$ cat src/rtl/hazard_ctrl.sv
// Hazard/stall controller for the 5-stage core: load-use bubbles, branch/jump flushes,
// data-memory wait states with a sticky timeout, and a saturating stall-cycle counter.
module hazard_ctrl #(
    parameter int WAIT_MAX = 8,
    parameter int CNT_W    = 16
) (
    input  logic             clk,
    input  logic             res,
    input  logic [5:0]       id_opcode,
    input  logic [4:0]       id_rs,
    input  logic [4:0]       id_rt,
    input  logic             ex_mem_read,
    input  logic [4:0]       ex_rt,
    input  logic             ex_branch_taken,
    input  logic             id_jump,
    input  logic             mem_req,
    input  logic             mem_ready,
    output logic             pc_write,
    output logic             ifid_write,
    output logic             ifid_flush,
    output logic             idex_bubble,
    output logic             pipe_hold,
    output logic             mem_timeout,
    output logic [1:0]       ctrl_state,
    output logic [CNT_W-1:0] stall_cycles
);

    localparam int              WCW      = $clog2(WAIT_MAX + 1);
    localparam logic [WCW-1:0]  WAIT_LIM = WCW'(WAIT_MAX);
    localparam logic [5:0]      OP_R     = 6'b000000;
    localparam logic [5:0]      OP_J     = 6'b000010;
    localparam logic [5:0]      OP_BEQ   = 6'b000100;
    localparam logic [5:0]      OP_SW    = 6'b101011;

    typedef enum logic [1:0] {
        RUN      = 2'b00,
        MEM_WAIT = 2'b01,
        TIMEOUT  = 2'b11
    } state_t;

    state_t         state;
    logic [WCW-1:0] wait_cnt;
    logic           rs_used;
    logic           rt_used;
    logic           lu;
    logic           miss;
    logic           hold;

    function automatic logic [CNT_W-1:0] sat_inc(input logic [CNT_W-1:0] v);
        return (&v) ? v : v + CNT_W'(1);
    endfunction

    always_comb begin
        rs_used = (id_opcode != OP_J);
        rt_used = (id_opcode == OP_R) || (id_opcode == OP_BEQ) || (id_opcode == OP_SW);
        lu      = ex_mem_read && (ex_rt != 5'd0) &&
                  (((ex_rt == id_rs) && rs_used) || ((ex_rt == id_rt) && rt_used));
        miss    = mem_req && !mem_ready;

        case (state)
            RUN:      hold = miss;
            MEM_WAIT: hold = !mem_ready;
            default:  hold = 1'b1;
        endcase

        pc_write    = 1'b1;
        ifid_write  = 1'b1;
        ifid_flush  = 1'b0;
        idex_bubble = 1'b0;
        pipe_hold   = 1'b0;

        // Reset forces a clean front end; after that, hold beats flush beats bubble beats jump
        if (!res) begin
            pc_write    = 1'b0;
            ifid_write  = 1'b0;
            ifid_flush  = 1'b1;
            idex_bubble = 1'b1;
        end else if (hold) begin
            pc_write   = 1'b0;
            ifid_write = 1'b0;
            pipe_hold  = 1'b1;
        end else if (ex_branch_taken) begin
            ifid_flush  = 1'b1;
            idex_bubble = 1'b1;
        end else if (lu) begin
            pc_write    = 1'b0;
            ifid_write  = 1'b0;
            idex_bubble = 1'b1;
        end else if (id_jump) begin
            ifid_flush = 1'b1;
        end

        mem_timeout = (state == TIMEOUT);
        ctrl_state  = state;
    end

    always_ff @(posedge clk or negedge res) begin
        if (!res) begin
            state        <= RUN;
            wait_cnt     <= '0;
            stall_cycles <= '0;
        end else begin
            // Squashed (flushed) cycles are not stalls; everything else that freezes the PC is
            if (!pc_write && !ifid_flush)
                stall_cycles <= sat_inc(stall_cycles);

            case (state)
                RUN: begin
                    if (miss) begin
                        state    <= MEM_WAIT;
                        wait_cnt <= WCW'(1);
                    end
                end
                MEM_WAIT: begin
                    if (mem_ready)
                        state <= RUN;
                    else if (wait_cnt == WAIT_LIM)
                        state <= TIMEOUT;
                    else
                        wait_cnt <= wait_cnt + WCW'(1);
                end
                TIMEOUT: state <= TIMEOUT;
                default: state <= RUN;
            endcase
        end
    end

endmodule

$ cat config.mk
export PLATFORM = sky130hd
export DESIGN_NAME = hazard_ctrl
export DESIGN_NICKNAME = d
export VERILOG_FILES = /design/src/rtl/hazard_ctrl.sv
export SDC_FILE = /design/constraint.sdc
export NUM_CORES = 1
export LEC_CHECK = 0
export BUFFER_PORTS_ARGS = -buffer_cell sky130_fd_sc_hd__clkbuf_2
export CORE_MARGIN = 3
export CORE_UTILIZATION = 30
export DETAILED_ROUTE_END_ITERATION = 10
export GPL_TIMING_DRIVEN = 0
export PLACE_DENSITY = 0.61
export SETUP_SLACK_MARGIN = 0.1
export SYNTH_ARGS = -nofsm -noshare
export SYNTH_HDL_FRONTEND = slang
export SYNTH_SLANG_ARGS = --single-unit
$ cat constraint.sdc
create_clock -name clk -period 3.15 [get_ports clk]
set_input_delay 0.7875 -clock clk [delete_from_list [all_inputs] [get_ports clk]]
set_output_delay 0.7875 -clock clk [all_outputs]
set_load 0.02 [all_outputs]
# Word level (Yosys, flattened, before mapping)
# Cells that the tools add are included.
# Widths: inputs -> output; s select.
[op_classes]
add_sub_neg = 2
eq_ne = 12
n_mux = 24
n_bitwise = 1
reduce_logical = 20
[op_table]
columns = ["op", "n"]
rows = [
  ["$add 16x1->16 const B", 1],
  ["$reduce_and 16->1", 1],
  ["$mux 1", 15],
  ["$mux 4", 3],
  ["$eq 5x5->1", 2],
  ["$pmux 4 s2", 1],
  ["$eq 6x3->1 const B", 1],
  ["$eq 6x6->1 const B", 1],
  ["$logic_and 1x1->1", 6],
  ["$logic_not 6->1", 1],
  ["$mux 2", 3],
  ["$ne 2x2->1 const B", 3],
  ["$ne 6x2->1 const B", 1],
  ["$pmux 2 s3", 1],
  ["$reduce_bool 5->1", 1],
  ["$add 4x1->4 const B", 1],
  ["$eq 4x4->1 const B", 1],
  ["$reduce_and 2->1", 2],
  ["$reduce_and 4->1", 1],
  ["$logic_not 1->1", 3],
  ["$logic_or 1x1->1", 3],
  ["$ne 3x3->1 const B", 1],
  ["$eq 2x1->1 const B", 1],
  ["$eq 2x2->1 const B", 1],
  ["4 further kinds", 4],
]
[word_totals]
regBits = 22
inputBits = 28
out_inout_bits = 24
word_cells = 62

# Logic depth before layout (Yosys ltp)
[logic_depth]
depth_word = 13
ltp_mapped = 8
mapped_depth_nobuf = 7

# Worst setup path after synthesis
# OpenSTA, ideal clock, no wires.
[synth_path]
path_kind = "input port to output port"
startpoint = "in ex_rt[1]"
endpoint = "out pc_write"
t_arrival_ns = 2.473
required_time_ns = 2.362
path_slack_ns = -0.110
path_stages = 7
path_buffers = 2
path_cell_list = "or4_1 -> o21ai_0 -> o21a_1 -> a31oi_4 -> buf_4 -> nor2b_1 -> buf_4"
[synth_via]
elab_chain_cells = 8
word_cells_on_any_way = 12
cone_classes = "eq/ne (2); mux (4); reduce/logical (6)"
[synth_lines]
columns = ["element", "line_no", "rtl"]
rows = [
  ["start, declared", "13", "input logic [4:0] ex_rt,"],
  ["$eq 5x5->1", "57", "(((ex_rt == id_rs) && rs_used) || ((ex_rt == id_rt) && rt_used));"],
  ["$logic_and 1x1->1", "57", ""],
  ["$logic_or 1x1->1", "57", ""],
  ["$logic_and 1x1->1 (*)", "56", "lu = ex_mem_read && (ex_rt != 5'd0) &&"],
  ["$mux 1 (*) (4 in a row)", "n/a", ""],
  ["end, declared", "18", "output logic pc_write,"],
]
# Mark *: on every way between the ends. The rest lies on a longest branch, timed or not.

# Worst setup path after layout
[layout_path]
startpoint = "in ex_rt[1]"
endpoint = "out pc_write"
[layout_via]
elab_chain_cells = 8
word_cells_on_any_way = 12
cone_classes = "eq/ne (2); mux (4); reduce/logical (6)"
[layout_lines]
columns = ["element", "line_no", "rtl"]
rows = [
  ["$eq 5x5->1", "57", ""],
  ["$logic_and 1x1->1", "57", ""],
  ["$logic_or 1x1->1", "57", ""],
  ["$logic_and 1x1->1 (*)", "56", ""],
  ["$mux 1 (*)", "85", "end else if (lu) begin"],
  ["$mux 1 (*)", "82", "end else if (ex_branch_taken) begin"],
  ["$mux 1 (*)", "78", "end else if (hold) begin"],
  ["$mux 1 (*)", "73", "if (!res) begin"],
]
# Marks and branches as above.

==> summary.md <==
| Metric | Value |
|---|---|
| Status | `finished clean` |
| Total gr overflow | `0` |
| Final min period | `3040 ps` |
| #FFs+latches synth | `22` |
| Total CTS buffers | `3` |
| CP max FO | `3` |
| Max incr delay on CP | `530 ps` |
| Htree depth | `1` |
| Placed cells | `238` |
| I/O Buffers | `51` |
| Worst IR Drop VDD | `0.000209 V` |
| Routed Antenna Nets | `0` |
| WP data arrival | `2250 ps` |
| Buf/Inv on CP | `4` |
| Pre-CTS WS | `-208 ps` |
| Total number of vias | `1211` |
| Area Growth Syn to Fin | `36.8%` |
| Longest Clk Path Bufs | `2` |
| Sink Count | `22` |
| Die ar. | `5280 um2` |
| CP max stage cell | `or4_4` |
| Die width | `72.7 um` |
| Final cell utilization of the core | `44.0%` |
| Clock skew | `9.63 ps` |
| Hold crit path type | `reg -> reg` |
| PD cells | `453 nW/um2` |
| Crit start category | `input pin` |
| Final #Nets | `228` |
| Most common cell after layout, fill and taps aside | `clkbuf_2` |
| Synth Instances | `137` |
| Gr usage total | `13.0%` |
| Final Hold Fails | `0` |
| Routability cong. | `0.750` |
| Core area | `4140 um2` |
| Setup TNS | `0 ps` |
| Initial core utilization | `32.2%` |
| Yosys warns | `0` |
| Number of distinct library cells after synthesis | `32` |
| Area after DPL | `1650 um2` |
| First-pass GRT wire length | `5.44 mm` |
| Avg Vias per Cell | `4.92` |
| Period utilization | `96.5%` |
| Average cell area after synthesis | `9.74 um2` |
| Post-DP HPWL | `2.36 mm` |
| Max Clk Rate | `329 MHz` |
| Sequential share of the synthesized area | `41.3%` |
| Site Rows | `23` |
| Routed len/inst | `12.7 um` |
| CP cell instances | `buf_8 > or4_4 > o21ai_2 > o21a_1 > a31oi_4 > buf_6 > nor2b_4 > buf_6 > buf_8` |
| Die height | `72.7 um` |
| # IOs | `52` |
| Number of DRC markers in iteration 0 | `75` |
| Final Setup Violations | `0` |
| Hold bufs inserted after CTS | `0` |
| DRT Pass-1 Iters | `4` |
| WL final | `3.13 mm` |
| Post-synth net total | `168` |
| Post-Syn Area | `1330 um2` |
| LEAKAGE | `0.895 nW` |
| Vias in the first global route | `1203` |
| Reg clk slew, reported paths | `80 ps` |
| Count of final max-slew check failures | `0` |
| Clock Tree Root | `clkbuf_8` |
| Post-route setup slack | `109 ps` |
| Initial antenna violation count | `0` |
| Fin area | `1820 um2` |
| Clock latency on the worst-skew pair | `260 ps` |
| Family with the most delay on the worst path | `simple AND/OR/NAND/NOR gates` |
| Ant. Diodes | `0` |
| Relative slew slack | `50.9%` |
| Commonest non-fill, non-tap cells in the layout | `clkbuf_2, dfrtp_1, xnor2_1` |
| Worst-Margin Slew | `737 ps` |
| CP required | `2360 ps` |
| RSZ-0062 raised after global routing | `true` |
| Layout cells sized above 1 | `36.2%` |
| DRC | `0` |
| CTS tree | `yes` |
| Crit end category | `output pin` |
| Maxcap violations | `0` |
| Worst setup path category | `in -> out` |
| Min Hold Slack | `489 ps` |
| Layout Cells excl Fill | `246` |
| Power, Total | `0.826 mW` |
| Largest net degree at the start of global routing | `32` |
## report_power, final
part / total (mW) / internal, mW / switching (mW)
clock: 0.201 / 0.111 / 0.0899
sequential: 0.371 / 0.325 / 0.0456
combinational: 0.254 / 0.119 / 0.135
## final timing paths
path | endpoint | cells after the start | slack (ps) | from
max | pc_write | 9 | 110 | ex_rt[1]
min reg2reg | stall_cycles[7] | 1 | 490 | stall_cycles[7]
min | stall_cycles[7] | 1 | 490 | stall_cycles[7]
max in group asynchronous | stall_cycles[11] | 1 | 2100 | res
min in group asynchronous | stall_cycles[7] | 1 | 570 | res
max reg2reg | stall_cycles[1] | 8 | 1070 | stall_cycles[0]
## registers in the layout, summed over array words and instances (netlist names)
register	flops
ctrl_state	2
wait_cnt	4
stall_cycles	16
## timing repair
item,in CTS,in global routing
gates cloned,0,0
resized for setup,14,10
setup buffers,3,1
pin swaps,4,7
setup endpoints to repair,3,4
## layout make-up
type | count | area [um2]
inverters | 6 | 22.5
multi-input cells | 106 | 773
well taps | 50 | 62.6
repair buffers | 55 | 333
clock buffers | 4 | 55.1
fillers | 416 | 2320
flip-flops and latches | 22 | 551
plain buffers | 3 | 27.5
## per-layer routing
layer | vias up | wire, um | global-route usage [%]
met3 | 2 | 243 | 3.03
met2 | 44 | 1490 | 20.5
met1 | 550 | 1370 | 17.1
li1 | 615 | - | -
met5 | - | 0 | 0
met4 | 0 | 30 | 4.92
## cell families (layout without fill, tap and decap cells)
logic type               after synthesis  after routing  synth area share (%)
buffers and inverters                  9             68                  3.19
flip-flops                            22             22                  41.3
AND/OR/NAND/NOR                       57             57                  24.1
AO/OA/AOI/OAI                         20             20                  11.0
XOR/XNOR                              23             23                  15.1
multiplexers                           3              3                  2.53
adder cells (fa/ha/maj)                3              3                  2.81
## synth_stat cells, drive strengths merged
cell type	instances	area, um2
a21o	1	7.51
a21oi	3	15.0
a22o	3	26.3
a22oi	1	7.51
a311oi	1	8.76
a31oi	1	21.3
a41o	1	10.0
and2	4	25.0
and3	9	56.3
and4	1	8.76
buf	3	20.0
dfrtp	22	551
ha	3	37.5
inv	6	22.5
mux2	3	33.8
nand2	9	33.8
nand2b	1	6.26
nand3	8	40.0
nand4	12	75.1
nor2	2	7.51
nor2b	3	18.8
nor3	2	10.0
nor3b	1	7.51
nor4	3	18.8
o21a	2	15.0
o21ai	7	35.0
or3	1	6.26
or4	1	7.51
xnor2	17	149
xor2	6	52.6
## worst reg2reg max path, cell delays in order, from the launching register on
cell and delay (ps):
dfrtp_1 410, ha_1 190, and3_1 170, and3_1 250, nand4_1 160, and2_1 180, buf_2 170, nand2_1 120
mux2_2 330
No activity file was read; power rests on OpenSTA's default activity.
